### config.mk
export PLATFORM = sky130hd
export DESIGN_NAME = dds_cfg_ctrl
export DESIGN_NICKNAME = d
export VERILOG_FILES = /design/src/rtl/dds_pkg.sv /design/src/rtl/dds_sweep_tick.sv /design/src/rtl/dds_cfg_ctrl.sv
export SDC_FILE = /design/constraint.sdc
export NUM_CORES = 1
export LEC_CHECK = 0
export ABC_AREA = 1
export BUFFER_PORTS_ARGS = -buffer_cell sky130_fd_sc_hd__buf_2
export CAP_MARGIN = 20
export CORE_MARGIN = 4
export CORE_UTILIZATION = 57
export DETAILED_ROUTE_END_ITERATION = 7
export PLACE_DENSITY_LB_ADDON = 0.12
export SLEW_MARGIN = 5
export SYNTH_ARGS = -nofsm -noshare
export SYNTH_HDL_FRONTEND = slang
export SYNTH_SLANG_ARGS = --single-unit
### constraint.sdc
create_clock -name sys_clk -period 1.9 [get_ports sys_clk]
set_clock_uncertainty 0.1 [all_clocks]
set_input_delay 0.285 -clock sys_clk [delete_from_list [all_inputs] [get_ports sys_clk]]
set_output_delay 0.285 -clock sys_clk [all_outputs]
set_load 0.03 [all_outputs]
### src/rtl/dds_pkg.sv
// rtl/dds_pkg.sv - wave codes, sweep FSM encoding and waveform sequencing helper
package dds_pkg;

    localparam logic [1:0] WAVE_SIN = 2'b11;
    localparam logic [1:0] WAVE_SQU = 2'b10;
    localparam logic [1:0] WAVE_TRI = 2'b01;
    localparam logic [1:0] WAVE_SAW = 2'b00;

    typedef enum logic [1:0] {
        ST_IDLE     = 2'd0,
        ST_SWEEP_UP = 2'd1,
        ST_SWEEP_DN = 2'd2
    } sweep_state_e;

    function automatic logic [1:0] next_wave(input logic [1:0] wave);
        logic [1:0] nxt;
        case (wave)
            WAVE_SIN: nxt = WAVE_SQU;
            WAVE_SQU: nxt = WAVE_TRI;
            WAVE_TRI: nxt = WAVE_SAW;
            default:  nxt = WAVE_SIN;
        endcase
        return nxt;
    endfunction

endpackage

### src/rtl/dds_sweep_tick.sv
// rtl/dds_sweep_tick.sv - counts frame_start pulses and ticks once every SWEEP_FRAMES frames
module dds_sweep_tick
    import dds_pkg::*;
#(
    parameter logic [7:0] SWEEP_FRAMES = 8'd30
) (
    input  logic clk,
    input  logic rst_n,
    input  logic frame_start,
    input  logic enable,
    input  logic clear,
    output logic tick
);

    logic [7:0] cnt_q, cnt_d;
    logic       wrap;

    assign wrap = enable && frame_start && (cnt_q == SWEEP_FRAMES - 8'd1);
    assign tick = wrap && !clear;

    always_comb begin
        cnt_d = cnt_q;
        if (clear) begin
            cnt_d = 8'd0;
        end else if (enable && frame_start) begin
            cnt_d = wrap ? 8'd0 : cnt_q + 8'd1;
        end
    end

    always_ff @(posedge clk or negedge rst_n) begin
        if (!rst_n) begin
            cnt_q <= 8'd0;
        end else begin
            cnt_q <= cnt_d;
        end
    end

endmodule

### src/rtl/dds_cfg_ctrl.sv
// rtl/dds_cfg_ctrl.sv - stages key/sweep changes to wave and frequency, commits them on frame start
module dds_cfg_ctrl
    import dds_pkg::*;
#(
    parameter logic [31:0] FREQ_STEP    = 32'd1,
    parameter logic [7:0]  FREQ_MAX_IDX = 8'd100,
    parameter logic [7:0]  SWEEP_FRAMES = 8'd30
) (
    input  logic        sys_clk,
    input  logic        sys_rst_n,
    input  logic        key_wave,
    input  logic        key_up,
    input  logic        key_dn,
    input  logic        key_sweep,
    input  logic        frame_start,
    output logic [1:0]  wave_select,
    output logic [31:0] freq_ctrl,
    output logic        cfg_update,
    output logic        sweep_active
);

    sweep_state_e state_q, state_d;
    logic [1:0]   pend_wave_q, pend_wave_d;
    logic [7:0]   pend_idx_q, pend_idx_d;
    logic [1:0]   wave_q;
    logic [7:0]   cur_idx_q;
    logic [31:0]  freq_q;
    logic         upd_q;
    logic         tick;
    logic         commit;

    // Counter is held clear in IDLE and on every toggle, so a stop/start restarts the frame count.
    dds_sweep_tick #(
        .SWEEP_FRAMES(SWEEP_FRAMES)
    ) u_tick (
        .clk        (sys_clk),
        .rst_n      (sys_rst_n),
        .frame_start(frame_start),
        .enable     (state_q != ST_IDLE),
        .clear      ((state_q == ST_IDLE) || key_sweep),
        .tick       (tick)
    );

    always_comb begin
        state_d     = state_q;
        pend_wave_d = pend_wave_q;
        pend_idx_d  = pend_idx_q;

        if (key_wave) begin
            pend_wave_d = next_wave(pend_wave_q);
        end

        case (state_q)
            ST_IDLE: begin
                if (key_sweep) begin
                    state_d = ST_SWEEP_UP;
                end
                if (key_up && !key_dn && pend_idx_q != FREQ_MAX_IDX) begin
                    pend_idx_d = pend_idx_q + 8'd1;
                end else if (key_dn && !key_up && pend_idx_q != 8'd1) begin
                    pend_idx_d = pend_idx_q - 8'd1;
                end
            end
            ST_SWEEP_UP: begin
                if (key_sweep) begin
                    state_d = ST_IDLE;
                end else if (tick) begin
                    if (pend_idx_q == FREQ_MAX_IDX) begin
                        state_d    = ST_SWEEP_DN;
                        pend_idx_d = pend_idx_q - 8'd1;
                    end else begin
                        pend_idx_d = pend_idx_q + 8'd1;
                    end
                end
            end
            ST_SWEEP_DN: begin
                if (key_sweep) begin
                    state_d = ST_IDLE;
                end else if (tick) begin
                    if (pend_idx_q == 8'd1) begin
                        state_d    = ST_SWEEP_UP;
                        pend_idx_d = pend_idx_q + 8'd1;
                    end else begin
                        pend_idx_d = pend_idx_q - 8'd1;
                    end
                end
            end
            default: state_d = ST_IDLE;
        endcase
    end

    // Commit compares registered staging only, so a same-cycle key waits for the next frame.
    assign commit = frame_start && ((pend_wave_q != wave_q) || (pend_idx_q != cur_idx_q));

    always_ff @(posedge sys_clk or negedge sys_rst_n) begin
        if (!sys_rst_n) begin
            state_q     <= ST_IDLE;
            pend_wave_q <= WAVE_SIN;
            pend_idx_q  <= 8'd1;
            wave_q      <= WAVE_SIN;
            cur_idx_q   <= 8'd1;
            freq_q      <= FREQ_STEP;
            upd_q       <= 1'b0;
        end else begin
            state_q     <= state_d;
            pend_wave_q <= pend_wave_d;
            pend_idx_q  <= pend_idx_d;
            upd_q       <= commit;
            if (commit) begin
                wave_q    <= pend_wave_q;
                cur_idx_q <= pend_idx_q;
                freq_q    <= FREQ_STEP * 32'(pend_idx_q);
            end
        end
    end

    assign wave_select  = wave_q;
    assign freq_ctrl    = freq_q;
    assign cfg_update   = upd_q;
    assign sweep_active = (state_q != ST_IDLE);

endmodule
**After elaboration in Yosys (flattened, before gate mapping)**

Cells that the tools add are included.

- Bits in registers: 31
- Output and inout port bits: 36

- $add $sub $neg: 3
- Eq/ne operators: 22
- Muxes and demuxes: 21
- Reductions and logical operators: 19

Operators with widths:

| kind | count |
|---|---|
| 8-bit two-way mux | 11 |
| 8-bit case mux with 3 select lines | 1 |
| 8-bit by 1-bit adder with 8-bit output (second input constant) | 2 |
| 2-bit two-way mux | 7 |
| 3-bit inequality test (second input constant) | 4 |
| 2-bit case mux with 3 select lines | 2 |
| 2-bit inequality test (second input constant) | 5 |
| 8-bit by 1-bit == test with 1-bit output (second input constant) | 1 |
| 8-bit by 5-bit == test with 1-bit output (second input constant) | 1 |
| 8-bit by 7-bit == test with 1-bit output (second input constant) | 1 |
| 1-bit logical AND | 8 |
| 8-bit by 1-bit inequality test with 1-bit output (second input constant) | 1 |
| 8-bit by 7-bit inequality test with 1-bit output (second input constant) | 1 |
| 8-bit inequality test | 1 |
| 8-bit by 1-bit subtractor with 8-bit output (second input constant) | 1 |
| 2-bit == test (second input constant) | 3 |
| 6-bit AND reduction | 1 |
| 5-bit AND reduction | 1 |
| 2-bit by 1-bit == test with 1-bit output (second input constant) | 2 |
| 2-bit nonzero test | 2 |
| 1-bit logical NOT | 3 |
| 3-bit by 1-bit inequality test with 1-bit output (second input constant) | 1 |
| 3-bit nonzero test | 1 |
| 2-bit logical NOT | 1 |
| 2 further kinds | 3 |

**Depth between registers and ports, before layout**

- Word-level depth: 7
- Gate-level depth with buffers: 12
- Gate-level depth less buffers: 12

**By module**

Synthesis repeated with hierarchy kept, for this count alone.

- Cell total of the unflattened synthesis: 383
- Area total of the unflattened synthesis: 2687.6 µm²

Modules (own cells, without submodules):

| module | times used | cells an instance | area each (µm²) | seq. area each (µm²) |
|---|---|---|---|---|
| dds_cfg_ctrl | 1 | 312 | 2123.3 | 583.1 |
| dds_sweep_tick | 1 | 71 | 564.3 | 200.2 |

**Worst setup path after synthesis**

OpenSTA, ideal clock, no wires.

- Path type: register -> register
- Start point: reg pend_idx_q[0]
- End point: reg pend_idx_q[1]
- Setup time: 0.116 ns
- Data arrival time: 1.569 ns
- Setup slack: 0.114 ns
- Stages on the path, launching flop included: 11
- Cells stage by stage: dfstp_2 inv_1 ha_1 nand2_1 nor2_2 nand2_4 nand2_4 nand2_2 nand3_2 nand2_1 nand2_1

- Longest elaborated chain between the ends: 5
- Elaborated cells between the ends (all ways): 19
- Those cells by class: add/sub: 2; eq/ne: 5; mux: 9; reduce/logical: 3

Ends and longest elaborated chain:

| what | line | RTL |
|---|---|---|
| start: declaration | dds_cfg_ctrl.sv:24 | `logic [7:0] pend_idx_q, pend_idx_d;` |
| start signal: assignment | dds_cfg_ctrl.sv:107 | `pend_idx_q <= pend_idx_d;` |
| 8-bit by 1-bit subtractor with 8-bit output (tied with other cells) | dds_cfg_ctrl.sv:61, dds_cfg_ctrl.sv:70, dds_cfg_ctrl.sv:84 |  |
| 8-bit two-way mux, on equally long branches | dds_cfg_ctrl.sv:80, dds_cfg_ctrl.sv:68 |  |
| 8-bit two-way mux, on equally long branches | dds_cfg_ctrl.sv:79, dds_cfg_ctrl.sv:67 |  |
| 8-bit two-way mux, on equally long branches | dds_cfg_ctrl.sv:77, dds_cfg_ctrl.sv:65 |  |
| 8-bit case mux with 3 select lines | dds_cfg_ctrl.sv:53 | `case (state_q)` |

Several ways; a longest one is shown, not always the timed one. The select of a mux whose other input is x is not followed.
A chain may end at the register's enable or synchronous reset.

**Worst setup path in the final report**

- Start point: reg pend_idx_q[0]
- End point: reg pend_idx_q[5]

Same word-level chain as after synthesis.

==> impl_metrics.json <==
{
  "area.growth.synth_to_final_pct": 10.4,
  "synthXorXnorAreaFrac_pct": 2.69,
  "netSwitchingFraction_pct": 51.6,
  "cts-buffers-inserted": 5,
  "drt_first_iter_violations": 183,
  "htreeDepth": 2,
  "maxSlewHeadroom_pct": 54.7,
  "clk_sinks": 31,
  "max_slew.worst_pin.slew_ns": 0.680,
  "grt_antenna_before_repair": 0,
  "post_route_fraction_of_the_period_consumed_by_the_critical_path_pct": 94.4,
  "power.clock.fraction_pct": 13.7,
  "run_status": "finished clean",
  "final-hold-violation-count": 0,
  "holdCritPathClass": "input pin to register",
  "drive_above_1_share_pct": 16.7,
  "ys_async_rst_share_pct": 100,
  "number_of_nets_in_the_final_layout": 443,
  "number_of_synthesized_flops_with_an_enable_pin": 0,
  "drt-pass1-iter-count": 5,
  "detailedPlace.worstSlack_ns": 0.0529,
  "power_mw": 4.92,
  "detailed_place_hpwl_um": 4620,
  "grt_pass1_wl_um": 10600,
  "netlist_instances": 396,
  "standard_cell_row_count": 24,
  "post-synth-top-count-cell": "sky130_fd_sc_hd__nand2_1",
  "ff_latch_area_um2": 785,
  "max_freq_ghz": 0.558,
  "multi_input_comb_area_um2": 1540,
  "finalCriticalPeriod_ns": 1.79,
  "timing.critical_path.to_type": "register",
  "worst_ep_arrival_time_ns": 1.91,
  "die_width_um": 75.6,
  "sequential_share_of_power_pct": 24.1,
  "ios": 43,
  "synth_compound_area_share_pct": 5.47,
  "crit_path_start_kind": "register",
  "die_y_um": 75.6,
  "total_switching_power_mw": 2.54,
  "synth_largest_area_cell": "sky130_fd_sc_hd__dfrtp_1",
  "post_synth_main_area_contributors": "sky130_fd_sc_hd__dfrtp_1, sky130_fd_sc_hd__nand2_1, sky130_fd_sc_hd__nand3_1, sky130_fd_sc_hd__buf_4, sky130_fd_sc_hd__inv_1",
  "final_max_slew_viol_count": 0,
  "max_cap_violations": 0,
  "vias": 2478,
  "final.setup.tns_ns": 0,
  "post_synth_and_or_nand_nor_area_fraction_pct": 39.2,
  "detail_route.vias_per_cell": 5.18,
  "clock_latency_on_the_worst_skew_pair_ns": 0.29,
  "internal_power_mw": 2.38,
  "root_buffer": "sky130_fd_sc_hd__clkbuf_8",
  "finalWeightedCongestion": 0.947,
  "diodes": 0,
  "first_global_vias": 2387,
  "synth_top_area_share_pct": 24.0,
  "coreArea_um2": 4380,
  "finalCoreUtilization_pct": 65.6,
  "syn_area_um2": 2610,
  "comb_power_share_pct": 62.1,
  "critical_path_required_ns": 2.02,
  "wl_um": 6160,
  "setup_ws_ns": 0.107,
  "synth_sequential_area_ratio_pct": 30.0,
  "ys.flop_type": "sky130_fd_sc_hd__dfrtp_1",
  "count_of_state_elements_after_synthesis": 31,
  "worst_ir_drop_vdd_mv": 0.826,
  "grt.total_usage_pct": 23.9,
  "critical_path_peak_fanout": 9,
  "power-per-cell-area_nw_per_um2": 1710,
  "synth.area.mux_share_pct": 1.54,
  "timing.setup.critical_path_class": "register to register",
  "cts.reportedPaths.clkPinSlew_ns": 0.08,
  "avgRoutedWirePerCell_um": 12.9,
  "post_synth.cell_area_avg_um2": 6.58,
  "grt_max_degree": 32,
  "static-leakage-power_nw": 1.58,
  "die_area_um2": 5720,
  "post-route-drc-count": 0,
  "synthesis.yosys.warnings": 0,
  "fraction_of_the_mapped_netlist_area_in_adder_cells_pct": 5.28,
  "grt_overflow": 0,
  "setup_viol": 0,
  "rrSetupSlack_ns": 0.11,
  "layout.filler_cells": 414,
  "post_synth_top_cells": "sky130_fd_sc_hd__nand2_1, sky130_fd_sc_hd__inv_1, sky130_fd_sc_hd__nand3_1",
  "max-clock-path-buffers": 2,
  "numPortBuffers": 18,
  "drt.antenna.violating_nets": 0,
  "tritoncts_clock_tree": "done",
  "holdWs_ns": 0.0702,
  "yosysUniqueCellTypes": 30,
  "start_util_pct": 59.5,
  "synth_top_family_by_area": "simple AND/OR/NAND/NOR gates"
}
sequential cells by signal, summed over array words and instances (netlist names):
name and flops:
cur_idx_q 8, pend_idx_q 8, u_tick.cnt_q 8, pend_wave_q 2, state_q 2, wave_select 2
cfg_update 1
power groups by stage:
stage / sequential, mW / clock, mW / combinational, mW
2_1_floorplan: 1.27 / 0 / 2.08
3_3_place_gp: 1.19 / 0 / 2.89
3_5_place_dp: 1.19 / 0 / 2.91
4_1_cts: 1.18 / 0.680 / 2.93
5_1_grt: 1.23 / 0.724 / 3.45
6_report: 1.19 / 0.676 / 3.06
metrics by stage:
stage | instances | instance area (um^2)
global placement | 468 | 2710
detailed placement | 468 | 2710
finish | 478 | 2880
floorplan | 419 | 2690
global route | 478 | 2880
CTS | 477 | 2830
cell families (layout without fill, tap and decap cells):
group / after synthesis / after routing
AND/OR/NAND/NOR: 235 / 235
buffers and inverters: 81 / 88
flip-flops: 31 / 31
AO/OA/AOI/OAI: 25 / 25
adder cells (fa/ha/maj): 11 / 11
XOR/XNOR: 8 / 8
multiplexers: 4 / 4
other: 1 / 24
layer usage:
metal | vias up | part of all wire, % | GRT usage (%)
li1 | 1254 | - | -
met1 | 1106 | 43 | 31.5
met3 | 26 | 6.9 | 4.62
met5 | - | 0 | 0
met4 | 0 | 2.9 | 9.51
met2 | 92 | 48 | 38.7
area by class of cell:
type	count	area share, %
clock buffer	5	2.39
sequential	31	27.3
timing repair buffer	31	6.61
inverter	49	6.39
clock inverter	3	1.52
multi-input combinational	307	53.6
tap	52	2.26
path summary, 6_finish.rpt:
kind                       depth (start not counted)         endpoint     startpoint
max                                               11    pend_idx_q[5]  pend_idx_q[0]
min                                                2   pend_wave_q[1]       key_wave
max reg2reg                                       11    pend_idx_q[5]  pend_idx_q[0]
min reg2reg                                        2     cur_idx_q[0]   cur_idx_q[0]
max in group asynchronous                          2    pend_idx_q[5]      sys_rst_n
min in group asynchronous                          2  u_tick.cnt_q[4]      sys_rst_n
what timing repair did:
item	in CTS	in global routing
endpoints found under the setup margin	0	15
buffers inserted	0	1
hold endpoints to repair	25	0
resized for setup	0	12
hold buffers	1	0
layout by cell type (no fill, tap or decap), drive strengths merged:
master and n:
a21oi 3, a41oi 1, buf 30, bufinv 1, clkbuf 5, clkinv 2
conb 24, dfrtp 25, dfstp 6, dlygate4sd3 1, ha 11, inv 49
mux2i 4, nand2 137, nand3 43, nand4 8, nor2 41, nor3 5
nor3b 1, o21ai 19, o22ai 2, xnor2 1, xor2 7
worst max-delay path, cell delays in order (launching register included):
cell and delay (ns):
sky130_fd_sc_hd__dfstp_2 0.55, sky130_fd_sc_hd__inv_1 0.05, sky130_fd_sc_hd__ha_1 0.20, sky130_fd_sc_hd__nand2_1 0.08, sky130_fd_sc_hd__nor2_2 0.07, sky130_fd_sc_hd__nand2_4 0.08, sky130_fd_sc_hd__nand2_4 0.10, sky130_fd_sc_hd__nand2_4 0.12
sky130_fd_sc_hd__inv_2 0.05, sky130_fd_sc_hd__nor2_4 0.20, sky130_fd_sc_hd__nand2_1 0.08, sky130_fd_sc_hd__nand2_1 0.06
Note: power is estimated with default switching activity, not from simulation.
